## src/rtl/imem_port_arbiter.sv

```systemverilog
// imem_port_arbiter
//   Shares the single synchronous instruction-memory port between the fetch
//   stage and the program loader. After reset the core is held stalled (BOOT)
//   while the loader writes the image. Once ld_done is seen, the arbiter enters
//   RUN. In RUN, fetch has priority over the loader, but a loader that keeps
//   losing is forced through after MAX_WAIT cycles.
//
// Ports
//   clk, rst            : clock and synchronous active-high reset
//   fetch_req/addr      : fetch read request and byte address
//   fetch_gnt           : fetch accepted this cycle (combinational)
//   fetch_rvalid/rdata  : registered read response; rdata is NOP when not valid
//   fetch_err           : registered; the accepted fetch was misaligned or out of range
//   ld_req/addr/wdata   : loader word-write request
//   ld_done             : one-cycle pulse that ends the boot phase
//   ld_gnt              : loader write accepted this cycle (combinational)
//   ld_err              : registered; the accepted write was out of range and dropped
//   core_stall          : registered; high while in BOOT
//   mem_en/we/addr/wdata: memory port strobe, write enable, word address and data
//   mem_rdata           : memory read data, valid one cycle after a read
module imem_port_arbiter #(
   parameter int ADDR_W   = 10,
   parameter int MAX_WAIT = 4
) (
   input  logic              clk,
   input  logic              rst,
   input  logic              fetch_req,
   input  logic [31:0]       fetch_addr,
   output logic              fetch_gnt,
   output logic              fetch_rvalid,
   output logic [31:0]       fetch_rdata,
   output logic              fetch_err,
   input  logic              ld_req,
   input  logic [31:0]       ld_addr,
   input  logic [31:0]       ld_wdata,
   input  logic              ld_done,
   output logic              ld_gnt,
   output logic              ld_err,
   output logic              core_stall,
   output logic              mem_en,
   output logic              mem_we,
   output logic [ADDR_W-1:0] mem_addr,
   output logic [31:0]       mem_wdata,
   input  logic [31:0]       mem_rdata
);

   localparam logic [31:0] NOP      = 32'h0000_0013;
   localparam logic [3:0]  WAIT_LIM = 4'(MAX_WAIT);

   typedef enum logic {BOOT, RUN} state_t;

   state_t     state, state_nxt;
   logic [3:0] wait_cnt, wait_nxt;
   logic       force_ld;
   logic       fetch_ok, ld_ok;
   logic       fetch_hit, ld_hit;
   logic       ld_addr_unused;

   // Loader writes whole words, so the byte offset is ignored.
   assign ld_addr_unused = ^ld_addr[1:0];

   assign fetch_ok = (fetch_addr[1:0] == 2'b00) && (fetch_addr[31:ADDR_W+2] == '0);
   assign ld_ok    = (ld_addr[31:ADDR_W+2] == '0);
   assign force_ld = (wait_cnt == WAIT_LIM);

   // Next state and grants. Reset masks every grant in the same cycle, so a
   // request presented while rst is high never reaches the memory.
   always_comb begin
      state_nxt = state;
      fetch_gnt = 1'b0;
      ld_gnt    = 1'b0;
      unique case (state)
         BOOT: begin
            ld_gnt = ld_req;
            if (ld_done) state_nxt = RUN;
         end
         RUN: begin
            fetch_gnt = fetch_req && !force_ld;
            ld_gnt    = ld_req && (!fetch_req || force_ld);
         end
         default: state_nxt = BOOT;
      endcase
      if (rst) begin
         fetch_gnt = 1'b0;
         ld_gnt    = 1'b0;
         state_nxt = BOOT;
      end
   end

   // Count the cycles a pending loader request has lost in a row. When the
   // count reaches the limit, the loader is forced through on the next cycle.
   always_comb begin
      wait_nxt = 4'd0;
      if (ld_req && !ld_gnt)
         wait_nxt = force_ld ? wait_cnt : wait_cnt + 4'd1;
   end

   // Rejected accesses are still granted, but they never touch the memory.
   assign fetch_hit = fetch_gnt && fetch_ok;
   assign ld_hit    = ld_gnt && ld_ok;

   assign mem_en    = fetch_hit || ld_hit;
   assign mem_we    = ld_hit;
   assign mem_addr  = fetch_hit ? fetch_addr[ADDR_W+1:2] :
                      ld_hit    ? ld_addr[ADDR_W+1:2]    : '0;
   assign mem_wdata = ld_hit ? ld_wdata : '0;

   always_ff @(posedge clk) begin
      if (rst) begin
         state        <= BOOT;
         core_stall   <= 1'b1;
         wait_cnt     <= 4'd0;
         fetch_rvalid <= 1'b0;
         fetch_err    <= 1'b0;
         ld_err       <= 1'b0;
      end else begin
         state        <= state_nxt;
         core_stall   <= (state_nxt == BOOT);
         wait_cnt     <= wait_nxt;
         fetch_rvalid <= fetch_gnt;
         fetch_err    <= fetch_gnt && !fetch_ok;
         ld_err       <= ld_gnt && !ld_ok;
      end
   end

   // The memory output already has one cycle of latency, so the response
   // only has to be muxed. A faulted fetch did not access the memory, so it
   // returns NOP.
   assign fetch_rdata = (fetch_rvalid && !fetch_err) ? mem_rdata : NOP;

endmodule

```

## config.mk

```make
export PLATFORM = sky130hd
export DESIGN_NAME = imem_port_arbiter
export DESIGN_NICKNAME = d
export VERILOG_FILES = /design/src/rtl/imem_port_arbiter.sv
export SDC_FILE = /design/constraint.sdc
export NUM_CORES = 1
export LEC_CHECK = 0
export CAP_MARGIN = 15
export CORE_MARGIN = 5
export CORE_UTILIZATION = 23
export DETAILED_ROUTE_END_ITERATION = 6
export GPL_TIMING_DRIVEN = 0
export PLACE_DENSITY = 0.95
export REMOVE_ABC_BUFFERS = 1
export SLEW_MARGIN = 20
export SYNTH_ARGS = -nofsm -noshare
export SYNTH_HDL_FRONTEND = slang
export SYNTH_SLANG_ARGS = --single-unit
```

## constraint.sdc

```tcl
create_clock -name clk -period 5 [get_ports clk]
set_clock_uncertainty 0.05 [all_clocks]
set_input_delay 1 -clock clk [delete_from_list [all_inputs] [get_ports clk]]
set_output_delay 1 -clock clk [all_outputs]
set_load 0.01 [all_outputs]
```

### After elaboration in Yosys (flattened, before gate mapping)

Cells that the tools add are included.

* flip-flop bits (word level): 9
* output and inout port bits: 82

* add/sub/neg operators: 1
* equal/unequal tests: 1
* multiplexer cells: 11
* bitwise operators: 3
* reduce and logical (&&, ||, !) cells: 21

Operator list (count)
* 2-to-1 mux 32 bit: 2
* logical NOT 20 bit: 2
* 2-to-1 mux 10 bit: 2
* logical AND 1 bit: 9
* logical NOT 1 bit: 6
* 2-to-1 mux 1 bit: 6
* adder 4 x 1 -> 4 bit, second input constant: 1
* == test 4 x 3 -> 1 bit, second input constant: 1
* inverter 1 bit: 3
* logical NOT 2 bit: 1
* logical OR 1 bit: 2
* one-hot mux 1 bit (2 select lines): 1
* OR reduction 2 bit: 1

### Longest topological paths before layout

Gate-level depths: netlist (run 1).

* word-level depth: 9
* mapped depth: 7

### Worst setup path before layout (run 1)

Ideal clock, no wire load.

* path kind: in2out
* from: input ld_addr[25]
* to: output mem_wdata[22]
* arrival: 2.119 ns
* data required time: 3.950 ns
* path slack: 1.831 ns
* stages: 4
* cells stage by stage: nor4_1 > o211ai_1 > buf_2 > nor3_1

* cells in the longest elaborated chain, start to end: 3

Ends and longest elaborated chain
* start, declared: line 34 `input logic [31:0] ld_addr,`
* logical NOT 20 bit: line 63 `assign ld_ok = (ld_addr[31:ADDR_W+2] == '0);`
* logical AND 1 bit: line 100 `assign ld_hit = ld_gnt && ld_ok;`
* 2-to-1 mux 32 bit: line 106 `assign mem_wdata = ld_hit ? ld_wdata : '0;`
* end, declared: line 43 `output logic [31:0] mem_wdata,`

No other way between the ends.

### Worst setup path in the final report (run 1)

* from: input ld_addr[25]
* to: output mem_wdata[30]

The elaborated chain is that of the path after synthesis.

==> results.json, run 1 <==
{
  "outcome": "finished clean",
  "clk_pin_slew_ns": 0.04,
  "cp_max_fo": 12,
  "antenna_found_initial": 0,
  "cts_tree": "yes",
  "grt_pass1_vias": 2354,
  "clock_path_buffers": 2,
  "routed_via_density": 4.74,
  "drv_slew": 0,
  "leakage_nw": 1.31,
  "relSlewSlack_pct": 44.0,
  "post-cts-setup-buffers": 0,
  "num_rows": 26,
  "period_needed_ns": 4.81,
  "numPlacedInstances": 469,
  "final_nets": 539,
  "fill_cells": 438,
  "synthCells": 199,
  "drive_above_1_share_pct": 4.22,
  "worst_pin_slew_ns": 0.837,
  "htreeDepth": 1,
  "cp-start-kind": "input pin",
  "peakVddDrop_uv": 79.8,
  "synth.most_common_cell": "inv_1",
  "area_growth_pct": 179,
  "antenna_cells": 0,
  "drt_first_iter_violations": 93,
  "io_pins": 215,
  "critical_path_class": "input pin to primary output",
  "arrival_ns": 3.76,
  "fin_cells": 473,
  "syn_area_per_cell_um2": 6.31,
  "finalSetupViolations": 0,
  "seq_area_frac_synth_pct": 14.4,
  "hold_class": "flop to flop",
  "gp_congestion": 0.932,
  "initial_core_util_pct": 24.1,
  "ctsResizeCount": 0,
  "max_freq_mhz": 208,
  "fin_crit_sh_pct": 96.1,
  "port_buffers": 212,
  "drtAntennaViolNets": 0,
  "die_y_um": 83.9,
  "core_mm2": 0.00520,
  "clock_latency_ns": 0.23,
  "vias": 2240,
  "whs_ns": 0.463,
  "synth.cell_area_mm2": 0.00125,
  "post_drt_wl_per_cell_um": 16.1,
  "ctsHoldBuffers": 0,
  "ys_ff_latch": 9,
  "finalHoldViolations": 0,
  "power_density_mw_per_mm2": 88.2,
  "synthTopCellsByArea": "and2_1 14%, dfxtp_1 14%, nor3_1 13%, inv_1 11%, o32ai_1 7.7%",
  "fp.dieW_um": 83.9,
  "clock-sinks": 9,
  "ys.flop_type": "dfxtp_1",
  "cts-root-buf": "clkbuf_8",
  "synth_top_area_share_pct": 14.5,
  "cts_buffers": 3,
  "die_area_mm2": 0.00703,
  "yosysTopAreaCell": "and2_1",
  "maxCapViolCount": 0,
  "post-route-drc-count": 0,
  "grt_max_degree": 33,
  "routed_wl_um": 7610,
  "synthTopCellsByCount": "37 x inv_1, 32 x nor3_1, 29 x and2_1",
  "ys_async_sr_fraction_pct": 0,
  "grt_use_total_pct": 20.2,
  "yosys_warnings": 0,
  "synth_edf_count": 0,
  "synth.distinct_cells": 27,
  "grt_pass1_wl_um": 11600,
  "dpl.hpwl_um": 6590,
  "first_pass_iters": 4,
  "end_kind": "primary output",
  "required_ns": 3.95,
  "rsz0062_at_grt": "false",
  "globalRoute.totalOverflow": 0
}
==> flip-flops by register name, indices dropped and copies added, names as in the netlist <==
name,cells
ld_err,1
state,1
wait_cnt,4
core_stall,1
fetch_rvalid,1
fetch_err,1
==> final cells by class <==
cell class	instances	area (um^2)	area share, %
Timing Repair Buffer	219	2180	62.3
Inverter	38	143	4.07
Clock buffer	4	45.0	1.29
Sequential cell	9	180	5.14
Tap cell	70	87.6	2.50
Multi-Input combinational cell	133	866	24.7
==> logic make-up after synthesis <==
family | Yosys count | share of synthesized area (%)
AOI/OAI and AO/OA | 26 | 17.9
and+or+nand+nor | 104 | 46.8
muxes | 1 | 0.897
buffers and inverters | 57 | 18.0
DFF | 9 | 14.4
adders and majority gates | 2 | 1.99
==> through the flow <==
stage          cell area, um^2  power, mW  utilization [%]  setup TNS, ns  worst slack [ns]
3_3_place_gp              3380      0.222             65.0         -52.30             -1.59
2_1_floorplan             1170      0.102                -              0             0.479
4_1_cts                   3500      0.311             67.3              0           0.00988
6_report                  3500      0.309             67.3              0             0.193
5_1_grt                   3500      0.326             67.3              0           0.00734
3_5_place_dp              3460      0.227             66.4              0            0.0196
==> critical path, cell delays in order <==
cell	delay [ns]
clkdlybuf4s50_1	0.42
nor4_2	0.60
buf_4	0.27
o211ai_1	0.13
buf_4	0.22
buf_4	0.18
buf_4	0.18
nor3_1	0.19
clkdlybuf4s50_1	0.58
==> cells in the final DEF, fill, tap and decap left out, types with 4 or more instances in the layout <==
| master | Yosys | layout |
|---|---|---|
| nor3_1 | 32 | 32 |
| buf_4 | 0 | 4 |
| clkdlybuf4s50_1 | 0 | 212 |
| inv_1 | 37 | 37 |
| nor2_1 | 6 | 6 |
| nand3_1 | 12 | 12 |
| nor4_1 | 10 | 8 |
| o2111ai_1 | 10 | 10 |
| and2_1 | 29 | 29 |
| nand2b_1 | 4 | 4 |
| o32ai_1 | 11 | 11 |
| dfxtp_1 | 9 | 9 |
==> report_power, final <==
group / internal (mW) / switching [mW]
Sequential: 0.0744 / 0.000965
Clock: 0.0556 / 0.0286
Combinational: 0.110 / 0.0397
Total: 0.240 / 0.0692
==> layer usage <==
| layer | track usage [%] | part of all wire, % | vias to the layer above | wire length (um) |
|---|---|---|---|---|
| met5 | 0 | 0 | - | 0 |
| met4 | 5.56 | 1.9 | 0 | 146 |
| met2 | 40.1 | 53 | 151 | 4000 |
| li1 | - | - | 1103 | - |
| met3 | 5.43 | 9.5 | 14 | 727 |
| met1 | 20.2 | 36 | 972 | 2740 |
==> path summary, 6_finish.rpt <==
| check | start | end | slack [ns] | cells after the start |
|---|---|---|---|---|
| worst min-delay path | state | state | 0.46 | 2 |
| worst min register to register | state | state | 0.46 | 2 |
| worst max-delay path | ld_addr[25] | mem_wdata[30] | 0.19 | 9 |
| worst max register to register | wait_cnt[0] | wait_cnt[2] | 3.03 | 6 |
(Power assumes the default switching activity.)
==> inputs of run 2 (changes only) <==
--- a/config.mk
+++ b/config.mk
@@ -6,12 +6,11 @@
 export NUM_CORES = 1
 export LEC_CHECK = 0
 export CAP_MARGIN = 15
-export CORE_MARGIN = 5
-export CORE_UTILIZATION = 23
+export CORE_AREA = 2 2 84 86
 export DETAILED_ROUTE_END_ITERATION = 6
+export DIE_AREA = 0 0 86 88
 export GPL_TIMING_DRIVEN = 0
-export PLACE_DENSITY = 0.95
-export REMOVE_ABC_BUFFERS = 1
+export PLACE_DENSITY = 0.81
 export SLEW_MARGIN = 20
 export SYNTH_ARGS = -nofsm -noshare
 export SYNTH_HDL_FRONTEND = slang
==> run 2 against run 1 <==
Clock power rose by 2%. Combinational power about the same. Critical path depth shrank 3. Flip-flop and latch count did not move. Setup slack improved by 0.40 ns. Non-clock buffer count up 12. Routed wire length is 2.1% lower. Sequential power is essentially flat.
==> results.json, run 2 (synthesis results as in run 1) <==
{
  "gp_congestion": 0.772,
  "hold_class": "flop to flop",
  "clock_path_buffers": 2,
  "top_layer": "met4",
  "outcome": "finished clean",
  "first_pass_iters": 7,
  "die_y_um": 88,
  "fill_cells": 612,
  "worst_pin_slew_ns": 0.624,
  "required_ns": 3.95,
  "antenna_found_initial": 0,
  "grt_use_total_pct": 17.9,
  "routed_via_density": 4.63,
  "maxCapViolCount": 0,
  "whs_path_depth": 2,
  "post-cts-setup-buffers": 0,
  "drive_above_1_share_pct": 2.65,
  "io_pins": 215,
  "slowest_stage": "clkdlybuf4s50_1",
  "post_drt_wl_per_cell_um": 15.1,
  "ctsResizeCount": 0,
  "largest_register": "wait_cnt",
  "routed_wl_um": 7450,
  "largest_reg_flops": 4,
  "antenna_cells": 0,
  "finalSetupViolations": 0,
  "area_growth_pct": 181,
  "drv_slew": 0,
  "hold_end": "state",
  "rsz0062_at_grt": "false",
  "power_uw": 310,
  "layout_commonest_cell": "clkdlybuf4s50_1",
  "fin_crit_sh_pct": 88.1,
  "hp-start": "state",
  "cp-start-kind": "input pin",
  "fp.dieW_um": 86,
  "arrival_ns": 3.35,
  "end_kind": "primary output",
  "power_density_mw_per_mm2": 88.1,
  "grt_pass1_wl_um": 10500,
  "globalRoute.totalOverflow": 0,
  "finalHoldViolations": 0,
  "port_buffers": 212,
  "r2r-end": "wait_cnt[2]",
  "initial_core_util_pct": 18.9,
  "num_rows": 30,
  "vias": 2290,
  "dpl.hpwl_um": 6640,
  "cp_max_fo": 10,
  "ctsHoldBuffers": 0,
  "grt_max_degree": 11,
  "htreeDepth": 1,
  "drt_first_iter_violations": 63,
  "met1_length_um": 2330,
  "slowest_delay_ns": 0.57,
  "core_mm2": 0.00664,
  "worstSetupStartpoint": "ld_addr[25]",
  "cts_buffers": 3,
  "max_freq_mhz": 227,
  "post-route-drc-count": 0,
  "final_nets": 551,
  "cts-root-buf": "clkbuf_8",
  "r2r_slack_ns": 3.23,
  "clk_pin_slew_ns": 0.04,
  "setup_tns_ns": 0,
  "r2r-start": "wait_cnt[0]",
  "relSlewSlack_pct": 58.2,
  "reg2regPathDepth": 7,
  "peakVddDrop_uv": 46.4,
  "crit_top_cell": "clkdlybuf4s50_1",
  "clock_latency_ns": 0.23,
  "critical_path_class": "input pin to primary output",
  "wl_met2_um": 4190,
  "drtAntennaViolNets": 0,
  "leakage_nw": 1.31,
  "layout_common_cells": "212 x clkdlybuf4s50_1, 37 x inv_1, 32 x nor3_1",
  "die_area_mm2": 0.00757,
  "cts_tree": "yes",
  "clock-sinks": 9,
  "synth_nets": 334,
  "whs_ns": 0.466,
  "met3_length_um": 814,
  "period_needed_ns": 4.40,
  "path_cells": "clkdlybuf4s50_1 > nor4_1 > o211ai_1 > buf_2 > nor3_1 > clkdlybuf4s50_1",
  "grt_pass1_vias": 2093
}
run 2: changes by cell type in the layout (fill, tap and decap cells not counted), sizes merged:
cell and change:
clkbuf +15, buf -3
run 2: worst max path at each step:
| stage | endpoint | depth (start not counted) |
|---|---|---|
| 2_1_floorplan | mem_wdata[22] | 4 |
| 3_3_place_gp | mem_wdata[7] | 6 |
| 3_5_place_dp | mem_wdata[18] | 6 |
| 4_1_cts | mem_wdata[18] | 6 |
| 5_1_grt | mem_wdata[18] | 6 |
| 6_report | mem_wdata[30] | 6 |
run 2: power by group:
group          switching, mW  internal [mW]
combinational         0.0388          0.111
sequential           0.00116         0.0744
clock                 0.0299         0.0557
run 2: cell type report:
class,count,area [um^2],share of cell area [%]
Timing Repair Buffer,212,2120,60.2
Multi-Input combinational cell,133,848,24.1
Sequential cell,9,180,5.12
Inverter,38,143,4.05
Tap cell,80,100,2.84
Buffer,19,83.8,2.38
Clock buffer,4,45.0,1.28
run 2: stage by stage:
step,utilization (%),setup slack [ns],instance area (um^2),cells
after floorplan,-,1.83,1250,199
after global placement,52.3,0.555,3480,491
after detailed placement,52.3,0.527,3480,491
after CTS,53.0,0.504,3520,495
after global routing,53.0,0.247,3520,495
final,53.0,0.596,3520,495
run 2: routing by layer:
metal | vias up | global-route usage [%]
li1 | 1123 | -
met1 | 1027 | 16.0
met2 | 132 | 36.8
met3 | 8 | 6.13
met4 | 0 | 5.92
met5 | - | 0
run 2: worst max-delay path, delay by kind of cell:
kind	cells	cell delay, ns
buffers and inverters	3	1.26
AO/OA/AOI/OAI	1	0.40
AND/OR/NAND/NOR	2	0.69
==> inputs of run 3 (changes only) <==
--- a/config.mk
+++ b/config.mk
@@ -6,11 +6,14 @@
 export NUM_CORES = 1
 export LEC_CHECK = 0
 export CAP_MARGIN = 15
-export CORE_AREA = 2 2 84 86
+export CELL_PAD_IN_SITES_DETAIL_PLACEMENT = 1
+export CELL_PAD_IN_SITES_GLOBAL_PLACEMENT = 2
+export CORE_MARGIN = 2
+export CORE_UTILIZATION = 10
 export DETAILED_ROUTE_END_ITERATION = 6
-export DIE_AREA = 0 0 86 88
-export GPL_TIMING_DRIVEN = 0
-export PLACE_DENSITY = 0.81
+export GPL_ROUTABILITY_DRIVEN = 0
+export GPL_TIMING_DRIVEN = 1
+export PLACE_DENSITY = 0.95
 export SLEW_MARGIN = 20
 export SYNTH_ARGS = -nofsm -noshare
 export SYNTH_HDL_FRONTEND = slang
==> run 3 against run 2 <==
Via count fell by 0.74%. Maximum frequency is 1.5% lower. Critical endpoint is now mem_addr[8]. Worst hold slack got worse by 0.011 ns. Global-route usage down 6.0 points. Non-clock buffer count down 11. Largest cell class unchanged. Core utilization shrank 23 points.
==> results.json, run 3 (synthesis results as in run 1) <==
{
  "outcome": "finished clean",
  "clock_latency_ns": 0.24,
  "ctsHoldBuffers": 0,
  "routed_wl_um": 8380,
  "htreeDepth": 1,
  "largest_reg_flops": 4,
  "finalSetupViolations": 0,
  "antenna_cells": 0,
  "seqCellArea_um2": 180,
  "fp.dieW_um": 116,
  "slowest_stage": "clkdlybuf4s50_1",
  "largest_register": "wait_cnt",
  "met3_usage_pct": 3.71,
  "slowest_delay_ns": 0.61,
  "crit_top_cell": "clkdlybuf4s50_1",
  "power_uw": 370,
  "cts-root-buf": "clkbuf_16",
  "fin_crit_sh_pct": 89.4,
  "cp_max_fo": 12,
  "initial_core_util_pct": 10.4,
  "clock-sinks": 9,
  "cp-start-kind": "input pin",
  "max_freq_mhz": 224,
  "drtAntennaViolNets": 0,
  "grt_use_total_pct": 11.8,
  "peakVddDrop_uv": 87.7,
  "final_nets": 540,
  "end_kind": "primary output",
  "cts_tree": "yes",
  "hold_class": "flop to flop",
  "num_rows": 40,
  "area_growth_pct": 191,
  "die_area_mm2": 0.0135,
  "io_pins": 215,
  "place_area_mm2": 0.00357,
  "critical_path_class": "input pin to primary output",
  "leakage_nw": 1.33,
  "die_y_um": 116,
  "final_core_util_pct": 30.1,
  "post-route-drc-count": 0,
  "routed_via_density": 3.97,
  "globalRoute.totalOverflow": 0,
  "arrival_ns": 3.42,
  "post-cts-setup-buffers": 0,
  "maxCapViolCount": 0,
  "grtUsageMet2_pct": 24.4,
  "setup_tns_ns": 0,
  "layout_commonest_cell": "clkdlybuf4s50_1",
  "grt_util_met1_pct": 11.0,
  "fill_cells": 1472,
  "path_cells": "clkdlybuf4s50_1 > nor4_1 > nand4_1 > o32ai_1 > clkdlybuf4s50_1",
  "grt_max_degree": 46,
  "drt_first_iter_violations": 56,
  "cp_num_buf_inv": 2,
  "synth_nets": 334,
  "critPathTopFamily": "buffers and inverters",
  "relSlewSlack_pct": 50.3,
  "clk_pin_slew_ns": 0.04,
  "grt_pass1_vias": 2426,
  "post_drt_wl_per_cell_um": 14.7,
  "fin_area_mm2": 0.00365,
  "vias": 2273,
  "rsz0062_at_grt": "false",
  "dpl.hpwl_um": 7140,
  "port_buffers": 212,
  "period_needed_ns": 4.47,
  "multiInputGateArea_um2": 855,
  "first_pass_iters": 4,
  "clock_path_buffers": 2,
  "grt_pass1_wl_um": 12300,
  "ctsResizeCount": 0,
  "cts_buffers": 3,
  "core_mm2": 0.0121,
  "worst_pin_slew_ns": 0.743,
  "drive_above_1_share_pct": 3.71,
  "grt_busiest_layer": "met2",
  "power_density_mw_per_mm2": 101,
  "layout_common_cells": "212 x clkdlybuf4s50_1, 37 x inv_1, 32 x nor3_1",
  "finalHoldViolations": 0,
  "required_ns": 3.95,
  "drv_slew": 0,
  "antenna_found_initial": 0
}
## run 3: power by group
| group | internal (mW) | total (mW) | leakage (nW) | switching, mW |
|---|---|---|---|---|
| Sequential | 0.0746 | 0.0756 | 0.0737 | 0.00106 |
| Clock | 0.107 | 0.141 | 0.0382 | 0.0345 |
| Combinational | 0.111 | 0.153 | 1.22 | 0.0418 |
| Total | 0.292 | 0.370 | 1.33 | 0.0774 |
## run 3: final cells by class
type,count,area share (%)
Inverter,38,3.91
Multi-Input combinational cell,133,23.4
Timing Repair Buffer,220,59.8
Sequential cell,9,4.94
Clock buffer,4,2.16
Tap cell,168,5.76
## run 3: worst paths after layout
path / from / depth (start not counted) / to / slack [ns]
setup / recovery: fetch_addr[26] / 5 / mem_addr[8] / 0.53
hold / removal: state / 2 / state / 0.45
setup reg to reg: wait_cnt[0] / 6 / wait_cnt[2] / 3.04
hold reg to reg: state / 2 / state / 0.45
## run 3: worst reg2reg max path: stages (launching register included)
cell	delay [ns]
dfxtp_1	0.35
inv_1	0.07
ha_1	0.22
and3b_1	0.36
or3_4	0.54
inv_2	0.13
o2111a_1	0.18
## run 3: routing by layer
layer | wire [um] | vias to the layer above
li1 | - | 1103
met1 | 2820 | 1028
met2 | 4490 | 133
met3 | 951 | 9
met4 | 112 | 0
met5 | 0 | -
## run 3: metrics by stage
| step | setup WS, ns | cells | hold WS [ns] |
|---|---|---|---|
| after floorplan | 1.83 | 199 | 0.425 |
| after global placement | 0.618 | 568 | 0.440 |
| after detailed placement | 0.538 | 568 | 0.448 |
| after CTS | 0.533 | 572 | 0.456 |
| after global routing | 0.414 | 572 | 0.520 |
| final | 0.528 | 572 | 0.455 |
